## src/rtl/hilo_muldiv_ctrl.sv

```systemverilog
// HI/LO register file with an internal shift-add multiplier and the
// initiator side of a start/done handshake to an external divider.
module hilo_muldiv_ctrl #(
  parameter int WIDTH = 32
) (
  input  logic             clk,
  input  logic             reset,
  input  logic             op_valid,
  input  logic [2:0]       op,
  input  logic [WIDTH-1:0] a,
  input  logic [WIDTH-1:0] b,
  output logic             busy,
  output logic [WIDTH-1:0] hi,
  output logic [WIDTH-1:0] lo,
  output logic             div_start,
  output logic             div_signed,
  output logic [WIDTH-1:0] div_a,
  output logic [WIDTH-1:0] div_b,
  input  logic             div_done,
  input  logic [WIDTH-1:0] div_q,
  input  logic [WIDTH-1:0] div_r
);

  localparam int CW = $clog2(WIDTH);
  localparam logic [2:0] OP_MULT  = 3'b001;
  localparam logic [2:0] OP_MULTU = 3'b010;
  localparam logic [2:0] OP_DIV   = 3'b011;
  localparam logic [2:0] OP_DIVU  = 3'b100;
  localparam logic [2:0] OP_MTHI  = 3'b101;
  localparam logic [2:0] OP_MTLO  = 3'b110;

  typedef enum logic [1:0] {
    S_IDLE,
    S_MUL,
    S_DIV_REQ,
    S_DIV_WAIT
  } state_e;

  state_e             state_q, state_d;
  logic [WIDTH-1:0]   hi_q, hi_d;
  logic [WIDTH-1:0]   lo_q, lo_d;
  logic               div_start_q, div_start_d;
  logic               div_signed_q, div_signed_d;
  logic [WIDTH-1:0]   div_a_q, div_a_d;
  logic [WIDTH-1:0]   div_b_q, div_b_d;
  logic [2*WIDTH-1:0] mcand_q, mcand_d;
  logic [WIDTH-1:0]   mplier_q, mplier_d;
  logic [2*WIDTH-1:0] acc_q, acc_d;
  logic               neg_q, neg_d;
  logic [CW-1:0]      cnt_q, cnt_d;

  logic [WIDTH-1:0]   abs_a, abs_b;
  logic [2*WIDTH-1:0] sum;
  logic               is_mult;

  // Magnitudes are treated as unsigned, so |0x80000000| stays 0x80000000.
  assign abs_a   = a[WIDTH-1] ? ({WIDTH{1'b0}} - a) : a;
  assign abs_b   = b[WIDTH-1] ? ({WIDTH{1'b0}} - b) : b;
  assign is_mult = (op == OP_MULT);
  assign sum     = mplier_q[0] ? (acc_q + mcand_q) : acc_q;

  always_comb begin
    state_d      = state_q;
    hi_d         = hi_q;
    lo_d         = lo_q;
    div_start_d  = div_start_q;
    div_signed_d = div_signed_q;
    div_a_d      = div_a_q;
    div_b_d      = div_b_q;
    mcand_d      = mcand_q;
    mplier_d     = mplier_q;
    acc_d        = acc_q;
    neg_d        = neg_q;
    cnt_d        = cnt_q;
    unique case (state_q)
      S_IDLE: begin
        if (op_valid) begin
          case (op)
            OP_MTHI: hi_d = a;
            OP_MTLO: lo_d = a;
            OP_MULT, OP_MULTU: begin
              mcand_d  = {{WIDTH{1'b0}}, is_mult ? abs_a : a};
              mplier_d = is_mult ? abs_b : b;
              neg_d    = is_mult & (a[WIDTH-1] ^ b[WIDTH-1]);
              acc_d    = '0;
              cnt_d    = '0;
              state_d  = S_MUL;
            end
            OP_DIV, OP_DIVU: begin
              if (b != '0) begin
                div_a_d      = a;
                div_b_d      = b;
                div_signed_d = (op == OP_DIV);
                div_start_d  = 1'b1;
                state_d      = S_DIV_REQ;
              end
            end
            default: ;
          endcase
        end
      end
      S_MUL: begin
        acc_d    = sum;
        mcand_d  = mcand_q << 1;
        mplier_d = mplier_q >> 1;
        cnt_d    = cnt_q + 1'b1;
        if (cnt_q == CW'(WIDTH - 1)) begin
          {hi_d, lo_d} = neg_q ? ({(2*WIDTH){1'b0}} - sum) : sum;
          state_d      = S_IDLE;
        end
      end
      // The divider is restarting here, so a done seen now is stale.
      S_DIV_REQ: begin
        div_start_d = 1'b0;
        state_d     = S_DIV_WAIT;
      end
      S_DIV_WAIT: begin
        if (div_done) begin
          lo_d    = div_q;
          hi_d    = div_r;
          state_d = S_IDLE;
        end
      end
    endcase
  end

  always_ff @(posedge clk or posedge reset) begin
    if (reset) begin
      state_q      <= S_IDLE;
      hi_q         <= '0;
      lo_q         <= '0;
      div_start_q  <= 1'b0;
      div_signed_q <= 1'b0;
      div_a_q      <= '0;
      div_b_q      <= '0;
      mcand_q      <= '0;
      mplier_q     <= '0;
      acc_q        <= '0;
      neg_q        <= 1'b0;
      cnt_q        <= '0;
    end else begin
      state_q      <= state_d;
      hi_q         <= hi_d;
      lo_q         <= lo_d;
      div_start_q  <= div_start_d;
      div_signed_q <= div_signed_d;
      div_a_q      <= div_a_d;
      div_b_q      <= div_b_d;
      mcand_q      <= mcand_d;
      mplier_q     <= mplier_d;
      acc_q        <= acc_d;
      neg_q        <= neg_d;
      cnt_q        <= cnt_d;
    end
  end

  assign busy       = (state_q != S_IDLE);
  assign hi         = hi_q;
  assign lo         = lo_q;
  assign div_start  = div_start_q;
  assign div_signed = div_signed_q;
  assign div_a      = div_a_q;
  assign div_b      = div_b_q;

endmodule

```

## config.mk

```make
export PLATFORM = sky130hd
export DESIGN_NAME = hilo_muldiv_ctrl
export DESIGN_NICKNAME = d
export VERILOG_FILES = /design/src/rtl/hilo_muldiv_ctrl.sv
export SDC_FILE = /design/constraint.sdc
export NUM_CORES = 1
export LEC_CHECK = 0
export ABC_CLOCK_PERIOD_IN_PS = 16200
export BUFFER_PORTS_ARGS = -buffer_cell sky130_fd_sc_hd__buf_4
export CORE_UTILIZATION = 44
export DETAILED_ROUTE_END_ITERATION = 12
export GPL_TIMING_DRIVEN = 0
export PLACE_DENSITY = 0.71
export SETUP_SLACK_MARGIN = 0.15
export SYNTH_ARGS = -nofsm -noshare
export SYNTH_HDL_FRONTEND = slang
export SYNTH_SLANG_ARGS = --single-unit
```

## constraint.sdc

```tcl
create_clock -name clk -period 16.2 [get_ports clk]
set_clock_uncertainty 0.05 [all_clocks]
set_input_delay 0.81 -clock clk [delete_from_list [all_inputs] [get_ports clk]]
set_output_delay 0.81 -clock clk [all_outputs]
set_load 0.01 [all_outputs]
```

* Word level (Yosys, flattened, before mapping)
Index checks and enable logic that the tools add are counted.
Operators by class: add/sub/neg operators 5, eq/ne operators 20, mux-type cells 38, bitwise gates (word level) 2, reduce and logical (&&, ||, !) cells 15
Operator list (number):
- $mux W32 | 14
- $mux W64 | 6
- $pmux W64 S2 | 2
- $pmux W32 S3 | 2
- $add A64 B64 Y64 | 1
- $pmux W32 S2 | 1
- $sub A1 B32 Y32 const A | 2
- $sub A1 B64 Y64 const A | 1
- $reduce_bool A32 Y1 | 1
- $reduce_and A5 Y1 | 3
- $mux W5 | 2
- $pmux W5 S2 | 1
- $eq A3 B3 Y1 const B | 3
- $mux W2 | 4
- $ne A2 B1 Y1 const B | 4
- $ne A2 B2 Y1 const B | 4
- $pmux W2 S4 | 1
- $reduce_and A4 Y1 | 2
- $eq A3 B2 Y1 const B | 2
- $reduce_and A3 Y1 | 2
- $reduce_bool A2 Y1 | 3
- $add A5 B1 Y5 const B | 1
- $eq A5 B5 Y1 const B | 1
- $eq A2 B2 Y1 const B | 2
- 12 further kinds | 15
Word-level totals: register bits 298, input port bits 135, output and inout bits 131, logic and storage cells 92

* Longest topological paths before layout
word-level depth 6, gate-level depth with buffers 17, gate-level depth less buffers 16

* Least setup slack after synthesis
OpenSTA, ideal clock, no wires.
path kind flip-flop to flip-flop, start reg mcand_q[0], end reg hi_q[26], in the netlist hi[26], library setup time 142 ps, data arrival time 4224 ps, required time 16008 ps, slack 11784 ps, cell stages (with the launch flop) 17, buffers on the path 0, period minus slack after synthesis 4416 ps, path through dfrtp_1 > ha_1 > inv_1 > fa_1 > nand2b_1 > a21o_1 > a2111oi_4 > o21a_1 > nor2_4 > o41ai_1 > xor2_1 > o31a_1 > or4_4 > or3_4 > o31ai_2 > xor2_1 > o221ai_1
On the way: word-level cells in the longest chain between the ends 6
Ends and longest elaborated chain:
- start, declared | RTL line 46 | logic [2*WIDTH-1:0] mcand_q, mcand_d;
- start signal, assigned | RTL line 149 | mcand_q <= mcand_d;
- $add A64 B64 Y64 * | RTL line 60 | assign sum = mplier_q[0] ? (acc_q + mcand_q) : acc_q;
- $mux W64 * | RTL line 60
- $sub A1 B64 Y64 | RTL line 108 | {hi_d, lo_d} = neg_q ? ({(2*WIDTH){1'b0}} - sum) : sum;
- $mux W64 * | RTL line 108
- $mux W32 * | RTL line 107 | if (cnt_q == CW'(WIDTH - 1)) begin
- $pmux W32 S3 * | RTL line 75 | unique case (state_q)
- end signal, assigned | RTL line 143 | hi_q <= hi_d;
- end, declared | RTL line 40 | logic [WIDTH-1:0] hi_q, hi_d;
Mark *: on every way between the ends. The rest lies on a longest branch, timed or not. The select of a mux whose other input is x is not followed. A chain may end at the register's enable or synchronous reset.

* Final worst setup path
start reg mplier_q[0], end reg hi_q[18], in the netlist hi[18]
On the way: word-level cells in the longest chain between the ends 5
Ends and longest elaborated chain:
- start, declared | RTL line 47 | logic [WIDTH-1:0] mplier_q, mplier_d;
- start signal, assigned | RTL line 150 | mplier_q <= mplier_d;
- $mux W64 * | RTL line 60
- $sub A1 B64 Y64 | RTL line 108
- $mux W64 * | RTL line 108
- $mux W32 * | RTL line 107
- $pmux W32 S3 * | RTL line 75
Marked as above.

==> impl_metrics.yaml <==
power_and_ir_drop:
  power-per-cell-area_mw_per_mm2: 199.2
  intPower_mw: 2.526
  p_total_mw: 4.901
  peakVddDrop_mv: 0.1215
  sequentialPowerShare_pct: 25.7
  leakagePower_nw: 10.59
  combPwrFrac_pct: 57.2
  p_sw_mw: 2.374
  p_sw_share_pct: 48.45
  pwr-share-clk_pct: 17.0
cts:
  cts_tree: "done"
  clk_pin_slew_ps: 60
  cts_buffers: 35
  cts-resized-gates: 0
  ctsRootBufferMaster: "clkbuf_16"
  cts_buffer_depth: 3
  cts_hold_buf: 0
  h-tree-depth: 2
  clk_latency_ps: 540
  clock_sinks: 298
  post_cts_buffers: 0
finish:
  final_cell_area_mm2: 0.02460
  diodes: 0
  layout.nets: 2891
  syn_to_final_growth_pct: 19.20
  fillers: 4361
  layout-drive-gt1-share_pct: 17.46
detailed_routing:
  drcViolationCount: 0
  wl_um: 87400
  drt_iter0_drc: 2350
  vias_per_cell: 6.487
  ant_nets: 0
  vias: 21466
  detail_route.wl_per_cell_um: 26.41
  dr.pass1.iters: 7
timing:
  finalSetupViolCount: 0
  holdWs_ps: 313.5
  fin_crit_sh_pct: 36.13
  slew_headroom_pct: -3.102
  setup_tns_ps: 0
  tightest_slew_ps: 1527
  rsz0062_at_grt: "false"
  max_freq_mhz: 170.8
  setup_slack_ps: 10350
  slew_violations: 6
  hold_viol: 0
  layout_min_cycle_time_ps: 5853
critical_path:
  critical_path_class: "flop to flop"
  regToRegSetupSlack_ps: 10350
  required_ps: 16540
  endpoint_kind: "flop"
  crit_chain: "buf_2, buf_2, buf_1, buf_2, buf_2, buf_2, buf_1, buf_1, mux2i_1, xnor2_1, a222oi_1, o21ai_0"
  slowest_stage: "buf_1"
  cp_top_family: "buffers and inverters"
  path_max_fanout: 10
  arrival_ps: 6200
  max_stage_delay_ps: 760
  startpoint_type: "flop"
  path_buf_inv: 8
  path_common_cell: "buf_2"
yosys:
  ys_seq_area_share_pct: 36.13
  ys_ff_latch: 298
  syn-num-nets: 2590
  synth-edff-count: 0
  synth_top_area_cell: "dfrtp_1"
  async_reset_ff_share_pct: 100.0
  synthesis.area_mm2: 0.02064
  synth_top_area_share_pct: 36.13
  yosys_warnings: 0
  synthFlopType: "dfrtp_1"
  netlist_instances: 2386
  postSynthAreaPerCell_um2: 8.651
  ys_top_cells_by_area: "dfrtp_1, o21ai_0, nand2_1, ha_1, a21oi_1"
  post_synth_num_cell_types: 101
global_route:
  grt_usage_pct: 35.64
  antenna_found_initial: 7
  grt_pass1_wl_um: 127300
  grt_max_degree: 117
  grt_pass1_vias: 20571
  gr-total-overflow: 0
die:
  start_util_pct: 45.00
  rows: 78
  die_y_um: 218.6
  io_pins: 266
  die_w_um: 218.6
  core_mm2: 0.04587
  die-area_mm2: 0.04778
placed_design:
  port_buffers: 262
  dp_slack_ps: 10550
  placed_area_mm2: 0.02342
  hpwlAfterDp_um: 69430
  gp_congestion: 1.023
run_status:
  status: "complete, but fails checks"
  violations: "capacitance limit, slew limit"
min_path:
  hp-class: "primary input to async pin"
flow_run:
  cap_violations: 1
-- registers in the layout, summed over array words and instances, names as in the netlist --
name / count
acc_q: 64
cnt_q: 5
lo: 32
hi: 32
state_q: 2
div_signed: 1
div_a: 32
mcand_q: 64
div_b: 32
div_start: 1
neg_q: 1
mplier_q: 32
-- layout by cell type, fill, tap and decap left out, types with 12 or more instances in the layout --
cell type	netlist	layout
o211ai_1	33	33
nor2b_1	24	24
a22oi_1	60	60
nor4_1	20	20
a211oi_1	15	15
clkbuf_1	112	115
a21o_1	25	25
buf_4	0	262
mux2_2	70	70
o22ai_1	13	13
a31oi_1	29	29
buf_2	31	31
a221oi_1	15	15
or3_1	29	29
a21oi_1	167	167
and2_1	12	12
o21ai_0	248	248
ha_1	68	68
nand3_1	40	40
nand2b_1	17	17
o21a_1	15	15
dfrtp_1	298	298
buf_1	16	16
inv_1	34	33
nand4_1	41	41
a22o_1	59	59
and3_1	20	20
o31ai_1	22	22
mux2i_1	33	33
o21ai_1	19	19
nor3_1	51	51
clkbuf_16	0	35
nand2_1	274	274
xor2_1	54	54
xnor2_1	91	91
nor2_1	146	146
-- power by group through the flow --
stage	registers [mW]	clock network, mW	logic (mW)
CTS	1.25	0.839	2.74
floorplan	1.27	0	1.61
global route	1.29	0.866	2.97
detailed placement	1.26	0	2.73
global placement	1.25	0	2.69
finish	1.26	0.834	2.81
-- final timing paths --
path / from / endpoint / cells past startpoint
setup / recovery: mplier_q[0] / hi[18] / 12
hold / removal: reset / acc_q[16] / 2
setup reg to reg: mplier_q[0] / hi[18] / 12
hold reg to reg: lo[23] / lo[23] / 2
max in group asynchronous: reset / div_b[29] / 3
min in group clk: lo[23] / lo[23] / 2
-- final cells by class --
cell class	count	area [µm²]	area share, %
Multi-Input combinational cell	1892	12400	50.40
Buffer	161	651.9	2.650
Clock buffer	44	969.7	3.941
Inverter	35	138.9	0.5645
Sequential cell	298	7457	30.31
Clock inverter	15	212.7	0.8645
Tap cell	600	750.7	3.051
Timing Repair Buffer	264	2022	8.218
-- routing by layer --
| metal | vias to the layer above | part of all wire (%) | global-route usage [%] |
|---|---|---|---|
| met1 | 10577 | 39 | 44.34 |
| met5 | - | 0.034 | 0 |
| met4 | 4 | 6.1 | 19.88 |
| met3 | 254 | 7.3 | 4.927 |
| li1 | 9521 | - | - |
| met2 | 1110 | 48 | 59.29 |
-- synthesized netlist by cell type (all sizes together), types with 5 or more instances --
cell type  count
nand3b         6
a31oi         30
o21a          15
buf           48
a211oi        16
and3          21
nand4         41
a22o          59
o211ai        34
o221ai        11
a221oi        17
o311ai        10
mux2i         33
nand3         40
clkbuf       113
o31ai         24
or3           31
or2            5
xnor2         91
a221o          7
ha            68
nand2        275
a211o          5
xor2          54
a22oi         61
inv           34
nor2b         24
a21o          25
nor2         147
a21boi        12
nor3          51
dfrtp        298
a21oi        173
o41ai         11
o21ai        270
o31a          11
nor4          24
and4          11
mux2          70
nand2b        17
o22ai         13
or4            9
and2          14
-- per-stage QoR --
step | util (%) | instances
floorplan | - | 2386
global placement | 50.92 | 3248
detailed placement | 51.06 | 3250
CTS | 53.64 | 3309
global route | 53.64 | 3309
finish | 53.64 | 3309
-- logic make-up (layout without fill, tap and decap cells) --
| group | after synthesis | after routing | share of synthesized area [%] |
|---|---|---|---|
| flops | 298 | 298 | 36.13 |
| fa+ha+maj | 69 | 69 | 4.219 |
| mux | 103 | 103 | 5.419 |
| buf+inv | 196 | 519 | 3.795 |
| simple gates | 724 | 724 | 16.95 |
| compound gates | 851 | 851 | 27.34 |
| xor+xnor | 145 | 145 | 6.153 |
Note: power is estimated with default switching activity, not from simulation.
